[src/rtl/parity_pkg.sv]
// Shared types and constants for the parity stream generator/checker.
package parity_pkg;

  // Frame-level FSM states
  typedef enum logic [1:0] {
    IDLE = 2'd0,
    ACC  = 2'd1,
    DONE = 2'd2
  } state_t;

  // Parity sense selected by the mode input
  localparam logic PAR_EVEN = 1'b0;
  localparam logic PAR_ODD  = 1'b1;

  // Mismatch rule for check mode: the received parity bit combined with the
  // data parity must reproduce the selected sense.
  function automatic logic parity_mismatch(input logic acc_final,
                                           input logic rx_par,
                                           input logic par_mode);
    return (acc_final ^ rx_par) != par_mode;
  endfunction

endpackage

[src/rtl/parity_reduce.sv]
// Combinational XOR-reduction of one data beat.
module parity_reduce #(
  parameter int DATA_W = 8
) (
  input  logic [DATA_W-1:0] data,
  output logic              par
);

  // One-bit parity of the whole beat
  assign par = ^data;

endmodule

[src/rtl/parity_stream_gen.sv]
// Frame parity generator/checker: accumulates the XOR of every beat in a
// frame and reports parity, mismatch, length and overflow once per frame.
module parity_stream_gen
  import parity_pkg::*;
#(
  parameter  int DATA_W  = 8,
  parameter  int MAX_LEN = 16,
  localparam int LEN_W   = $clog2(MAX_LEN + 1)
) (
  input  logic              clk,
  input  logic              rst_n,
  input  logic              mode,
  input  logic              check_en,
  input  logic              in_valid,
  output logic              in_ready,
  input  logic [DATA_W-1:0] in_data,
  input  logic              in_last,
  input  logic              in_par,
  output logic              out_valid,
  input  logic              out_ready,
  output logic              out_par,
  output logic              out_err,
  output logic [LEN_W-1:0]  out_len,
  output logic              out_ovf
);

  state_t             state_reg;
  logic               acc_reg;
  logic [LEN_W-1:0]   cnt_reg;
  logic               mode_reg;
  logic               chk_reg;
  logic               out_valid_reg;
  logic               out_par_reg;
  logic               out_err_reg;
  logic [LEN_W-1:0]   out_len_reg;
  logic               out_ovf_reg;

  logic               beat_par;
  logic               accept;
  logic               first_beat;
  logic               mode_eff;
  logic               chk_eff;
  logic               acc_next;
  logic [LEN_W-1:0]   cnt_next;
  logic               hit_max;
  logic               term;

  parity_reduce #(.DATA_W(DATA_W)) u_reduce (
    .data (in_data),
    .par  (beat_par)
  );

  // Ready depends on registered state only, so upstream never sees a loop
  assign in_ready = !out_valid_reg;
  assign accept   = in_valid && in_ready;

  // On the first beat the live mode/check_en apply; afterwards the latched copy
  assign first_beat = (state_reg == IDLE);
  assign mode_eff   = first_beat ? mode     : mode_reg;
  assign chk_eff    = first_beat ? check_en : chk_reg;
  assign acc_next   = acc_reg ^ beat_par;
  assign cnt_next   = cnt_reg + LEN_W'(1);
  assign hit_max    = (cnt_next == LEN_W'(MAX_LEN));
  assign term       = in_last || hit_max;

  // Frame FSM with registered result outputs
  always_ff @(posedge clk or negedge rst_n) begin
    if (!rst_n) begin
      state_reg     <= IDLE;
      acc_reg       <= 1'b0;
      cnt_reg       <= '0;
      mode_reg      <= 1'b0;
      chk_reg       <= 1'b0;
      out_valid_reg <= 1'b0;
      out_par_reg   <= 1'b0;
      out_err_reg   <= 1'b0;
      out_len_reg   <= '0;
      out_ovf_reg   <= 1'b0;
    end else begin
      case (state_reg)
        IDLE, ACC: begin
          if (accept) begin
            acc_reg  <= acc_next;
            cnt_reg  <= cnt_next;
            mode_reg <= mode_eff;
            chk_reg  <= chk_eff;
            if (term) begin
              state_reg     <= DONE;
              out_valid_reg <= 1'b1;
              out_par_reg   <= acc_next ^ mode_eff;
              out_len_reg   <= cnt_next;
              // A frame cut at the length limit has no trailing parity bit
              out_ovf_reg   <= !in_last;
              out_err_reg   <= chk_eff && in_last &&
                               parity_mismatch(acc_next, in_par, mode_eff);
            end else begin
              state_reg <= ACC;
            end
          end
        end
        DONE: begin
          if (out_ready) begin
            state_reg     <= IDLE;
            out_valid_reg <= 1'b0;
            acc_reg       <= 1'b0;
            cnt_reg       <= '0;
          end
        end
        default: begin
          state_reg     <= IDLE;
          out_valid_reg <= 1'b0;
          acc_reg       <= 1'b0;
          cnt_reg       <= '0;
        end
      endcase
    end
  end

  assign out_valid = out_valid_reg;
  assign out_par   = out_par_reg;
  assign out_err   = out_err_reg;
  assign out_len   = out_len_reg;
  assign out_ovf   = out_ovf_reg;

endmodule

[config.mk]
export PLATFORM = sky130hd
export DESIGN_NAME = parity_stream_gen
export DESIGN_NICKNAME = d
export VERILOG_FILES = /design/src/rtl/parity_pkg.sv /design/src/rtl/parity_reduce.sv /design/src/rtl/parity_stream_gen.sv
export SDC_FILE = /design/constraint.sdc
export NUM_CORES = 1
export LEC_CHECK = 0
export BUFFER_PORTS_ARGS = -buffer_cell sky130_fd_sc_hd__buf_2
export CORE_MARGIN = 2
export CORE_UTILIZATION = 50
export CTS_CLUSTER_DIAMETER = 200
export CTS_CLUSTER_SIZE = 30
export DETAILED_ROUTE_END_ITERATION = 12
export HOLD_SLACK_MARGIN = 0.12
export PLACE_DENSITY = 0.84
export SLEW_MARGIN = 5
export SYNTH_ARGS = -nofsm -noshare
export SYNTH_HDL_FRONTEND = slang
export SYNTH_SLANG_ARGS = --single-unit
[constraint.sdc]
create_clock -name clk -period 1.95 [get_ports clk]
set_input_delay 0.39 -clock clk [delete_from_list [all_inputs] [get_ports clk]]
set_output_delay 0.39 -clock clk [all_outputs]
set_load 0.03 [all_outputs]
==> metrics, run 1 <==
CP top delay family flip-flops; row count 15; via count 755; Max H-tree Level 1; leading area contributor after synthesis dfrtp_1; n_diodes 0; Crit path largest cell delay 0.47 ns; Initial Utilization 54.5%; area grow syn2layout 21.5%; Yosys top cell area share 49.5%; layout cells sized above 1 30.8%; Fillers 158; Leak 0.000590 uW; gpl congestion 0.736; Max Cap Viol 0; Netlist cell types 26; Levels on crit path 6; startpoint types register; Detail Route Antenna Nets 0; Ports 26; Post-CTS Setup Inserts 0; RSZ-0062 raised after global routing no; Worst-path clk slew 0.10 ns; Core ar. 1760 sq um; mapped cell area 961 sq um; Buf/Inv on CP 1; path depth of the worst reg2reg path 6; vias per inst 5.21; Critical Path Sink Type register; FFs w/ async S/R, synth 100%; drt pass-1 iters 4; synthesized instance count 89; crit path from cnt_reg[0]$_DFFE_PN0P_; CTS max path bufs 2; WL met3 94 um; CTS Buf Count 3; Slew HR 69.2%; hold_buf cts 1; Total Wirelength 1780 um; number of synthesized flops with an enable pin 0; P per Cell Area 1400 nW/um^2; Critical Path Sink out_len[4]$_DFFE_PN0P_; final instance area 1170 sq um; NumNets Final 138; Die X-Extent 47.8 um; Avg WL per Cell 12.3 um; #FFs+latches synth 19; Syn Area/Cell 10.8 sq um; IO Port Bufs 25; Worst IR Drop VDD 774 uV; crit path time final 1.79 ns; Syn Nets 106; met2 routed WL 923 um; register area share after synthesis 49.5%; setup TNS 0 ns; top_reg_cell synth dfrtp_1; top routing layer in use met4; Non-Filler Instances 145; remaining routing DRC violations 0; actual slew at the worst max-slew pin 0.461 ns; reg2reg end out_len[4]$_DFFE_PN0P_; endpoints failing setup 0; Core Util, Final 66.2%; global router's overall resource usage 18.6%; register-to-register setup slack 0.16 ns; total gr overflow 0; synth top area cells dfrtp_1 (49%), xnor2_1 (6.4%), mux2_2 (3.5%), xnor2_2 (3.4%), a21oi_1 (3.1%); final hold violations 0; number of global-route vias before repair 717; Slew Limit Fails 0; critical path's slowest cell dfrtp_1; placed inst area 1130 sq um; initial drt markers 23; largest net degree at the start of global routing 20; Synth Warn # 0; Worst EP arrival 1.98 ns; status complete, no violations; Critical Path Fanout Max 7; FMAX 0.559 GHz; crit-path cells ha_1 > nand2_1 > a21oi_1 > o21a_1 > buf_4 > mux2_2; M1 WL 752 um; crit share post-route 91.7%; Placed Instances 140; WS Path Type register to register; clock sinks 19; root buf cell clkbuf_4; worst r2r src cnt_reg[0]$_DFFE_PN0P_; CTS tree done; CTS resizes 0; worst-skew pair later-pin latency 0.29 ns; global-route wire length before repair 2930 um; die area 2290 sq um; die height 47.8 um; detailed placement HPWL 1380 um; Crit path required time 2.14 ns; antenna violations before repair 0; clock skew 0.000552 ns; Worst Hold Class input pin to register
worst reg2reg max path: cells and delay by family, from the launching register on:
| kind | cells | cell delay [ns] |
|---|---|---|
| and+or+nand+nor | 1 | 0.08 |
| buffers and inverters | 1 | 0.15 |
| DFF | 1 | 0.47 |
| AOI/OAI and AO/OA | 2 | 0.36 |
| muxes | 1 | 0.33 |
| adders and majority gates | 1 | 0.29 |
metal layers:
layer / vias up / track usage (%)
li1: 369 / -
met1: 359 / 21.7
met2: 25 / 33.9
met3: 2 / 5.66
met4: 0 / 3.24
met5: - / 0
synth_stat cells (2+ instances only):
cell type	instances
dfrtp_1	19
nor2_1	8
nand2_1	7
xnor2_1	7
a21oi_1	6
o21ai_0	6
inv_1	4
a21o_1	3
a22o_1	3
mux2_2	3
nand3_1	3
xor2_1	3
mux2i_1	2
nand3b_1	2
xnor2_2	2
area by class of cell:
| type | instances | area, sq um | share of cell area [%] |
|---|---|---|---|
| Sequential cell | 19 | 475 | 40.7 |
| Multi-Input combinational cell | 64 | 462 | 39.5 |
| Timing Repair Buffer | 29 | 158 | 13.5 |
| Tap cell | 25 | 31.3 | 2.68 |
| Clock buffer | 4 | 26.3 | 2.25 |
| Inverter | 4 | 15.0 | 1.29 |
layout by cell type (no fill, tap or decap), types with 4 or more instances in the layout:
cell type / netlist / final
a21oi_1: 6 / 6
inv_1: 4 / 4
buf_2: 1 / 25
o21ai_0: 6 / 6
nor2_1: 8 / 8
dfrtp_1: 19 / 19
xnor2_1: 7 / 7
nand2_1: 7 / 7
report_power, final:
part	switching, uW	leakage [uW]	internal (uW)
registers	126	0.000242	534
logic	437	0.000333	347
clock network	117	0.0000150	79.6
worst min path at each step:
stage	start	end	slack, ns	depth (start not counted)
final	in_last	out_ovf$_DFFE_PN0P_	0.31	2
after global routing	in_last	out_ovf$_DFFE_PN0P_	0.32	2
after CTS	in_last	out_ovf$_DFFE_PN0P_	0.30	2
after detailed placement	rst_n	out_valid$_DFFE_PN0P_	0.34	1
after global placement	rst_n	out_len[0]$_DFFE_PN0P_	0.35	1
after floorplan	rst_n	acc_reg$_DFFE_PN0P_	0.09	0
through the flow:
step	setup slack (ns)	hold slack (ns)	power, uW
floorplan	0.297	0.0944	1240
global placement	0.166	0.346	1420
detailed placement	0.117	0.343	1460
CTS	0.166	0.303	1650
global route	0.0485	0.316	1760
finish	0.163	0.310	1640
logic make-up after synthesis:
group | count (synthesis) | synth area share [%]
flip-flops | 19 | 49.5
buffers and inverters | 6 | 2.47
AND/OR/NAND/NOR | 24 | 12.0
XOR/XNOR | 13 | 14.8
multiplexers | 6 | 7.16
AO/OA/AOI/OAI | 20 | 12.8
adder cells (fa/ha/maj) | 1 | 1.30
(Power assumes the default switching activity.)
==> run 2, diff against run 1 <==
- GPL_ROUTABILITY_DRIVEN: unset -> 0
- RECOVER_POWER: unset -> 50
==> run 2 against run 1 <==
Combinational power fell by 1%; core utilization fell by 0.43 points; via count fell by 1.3%; global-route usage did not move; routed wire length rose by 0.84%; worst hold slack barely moved; largest power group unchanged.
==> metrics, run 2 (same netlist as run 1, synthesis figures left out) <==
status complete, no violations; number of global-route vias before repair 717; Hold Path Sink out_ovf$_DFFE_PN0P_; die height 47.8 um; via count 745; total gr overflow 0; layout cells sized above 1 25.8%; vias per inst 5.14; Hold Crit Start in_last; Detail Route Antenna Nets 0; Worst-path clk slew 0.10 ns; Hold Path Depth 2; IO Port Bufs 25; crit share post-route 92.4%; Total Wirelength 1800 um; clock skew 0.00326 ns; Slew Limit Fails 0; Max H-tree Level 1; CP top delay family flip-flops; antenna violations before repair 0; Crit path required time 2.14 ns; GRT met2 Usage 33.9%; CTS tree done; n_diodes 0; NumNets Final 138; Critical Path Fanout Max 7; initial drt markers 18; Worst IR Drop VDD 776 uV; Critical Path Sink Type register; register-to-register setup slack 0.15 ns; actual slew at the worst max-slew pin 1.00 ns; remaining routing DRC violations 0; Crit path largest cell delay 0.48 ns; Post-CTS Setup Inserts 0; Worst Hold Class input pin to register; root buf cell clkbuf_4; Avg WL per Cell 12.4 um; area grow syn2layout 20.7%; M1 GR Usage 21.7%; Leak 0.000568 uW; CTS Buf Count 3; GRT busiest layer met2; Slew HR 33.1%; Ports 26; WS Path Type register to register; clock sinks 19; worst r2r src cnt_reg[0]$_DFFE_PN0P_; die area 2290 sq um; met3 Track Usage GR 5.66%; Core ar. 1760 sq um; Max Cap Viol 0; hold_buf cts 1; crit path time final 1.80 ns; Fin Hold WS 0.310 ns; drt pass-1 iters 4; critical path's slowest cell dfrtp_1; endpoints failing setup 0; RSZ-0062 raised after global routing no; FMAX 0.555 GHz; Die X-Extent 47.8 um; detailed placement HPWL 1380 um; global router's overall resource usage 18.6%; row count 15; crit-path cells ha_1 > nand2_1 > a21oi_1 > o21a_1 > buf_4 > mux2_2; P per Cell Area 1410 nW/um^2; worst-skew pair later-pin latency 0.29 ns; startpoint types register; most frequent cells in the layout dfrtp_1 (19), buf_2 (19), nor2_1 (8); final hold violations 0; Buf/Inv on CP 1; CTS max path bufs 2; setup TNS 0 ns; Initial Utilization 54.5%; Worst EP arrival 1.99 ns; reg2reg end out_len[4]$_DFFE_PN0P_; path depth of the worst reg2reg path 6; largest net degree at the start of global routing 20; CTS resizes 0; global-route wire length before repair 2930 um
-- run 2: worst max-delay path by stage --
stage / start / to / slack (ns) / cells past startpoint
2_1_floorplan: in_data[2] / out_par$_DFFE_PN0P_ / 0.30 / 5
3_3_place_gp: in_data[2] / out_par$_DFFE_PN0P_ / 0.17 / 6
3_5_place_dp: in_data[2] / out_par$_DFFE_PN0P_ / 0.12 / 6
4_1_cts: cnt_reg[0]$_DFFE_PN0P_ / out_len[1]$_DFFE_PN0P_ / 0.17 / 6
5_1_grt: cnt_reg[0]$_DFFE_PN0P_ / out_len[1]$_DFFE_PN0P_ / 0.05 / 6
6_report: cnt_reg[0]$_DFFE_PN0P_ / out_len[4]$_DFFE_PN0P_ / 0.15 / 6
-- run 2: power breakdown --
part           switching (uW)  internal (uW)  total (uW)
Sequential                130            534         664
Combinational             436            337         773
Clock                     117           79.6         197
-- run 2: metrics by stage --
step                cell area, sq um  setup WS (ns)  std cells  total power, uW  utilization [%]
floorplan                        961          0.297         89             1240                -
global placement                1130          0.166        140             1420             64.1
detailed placement              1130          0.117        140             1460             64.1
CTS                             1170          0.166        145             1650             66.2
global route                    1160         0.0485        145             1750             65.7
finish                          1160          0.148        145             1630             65.7
-- run 2: area by class of cell --
| cell class | count | area [sq um] |
|---|---|---|
| fill | 159 | 604 |
| sequential | 19 | 475 |
| multi-input combinational | 64 | 462 |
| timing repair buffer | 29 | 150 |
| tap | 25 | 31.3 |
| clock buffer | 4 | 26.3 |
| inverter | 4 | 15.0 |
-- run 2: per-layer routing --
layer / wire [um] / part of all wire [%]
met5: 0 / 0
met1: 780 / 43
met4: 10 / 0.56
met3: 85 / 4.7
met2: 918 / 51
-- run 2: worst register-to-register path, stage by stage, from the launching register on --
cell and delay [ns]:
dfrtp_1 0.48, ha_1 0.29, nand2_1 0.07, a21oi_1 0.20
o21a_1 0.16, buf_4 0.15, mux2_2 0.33
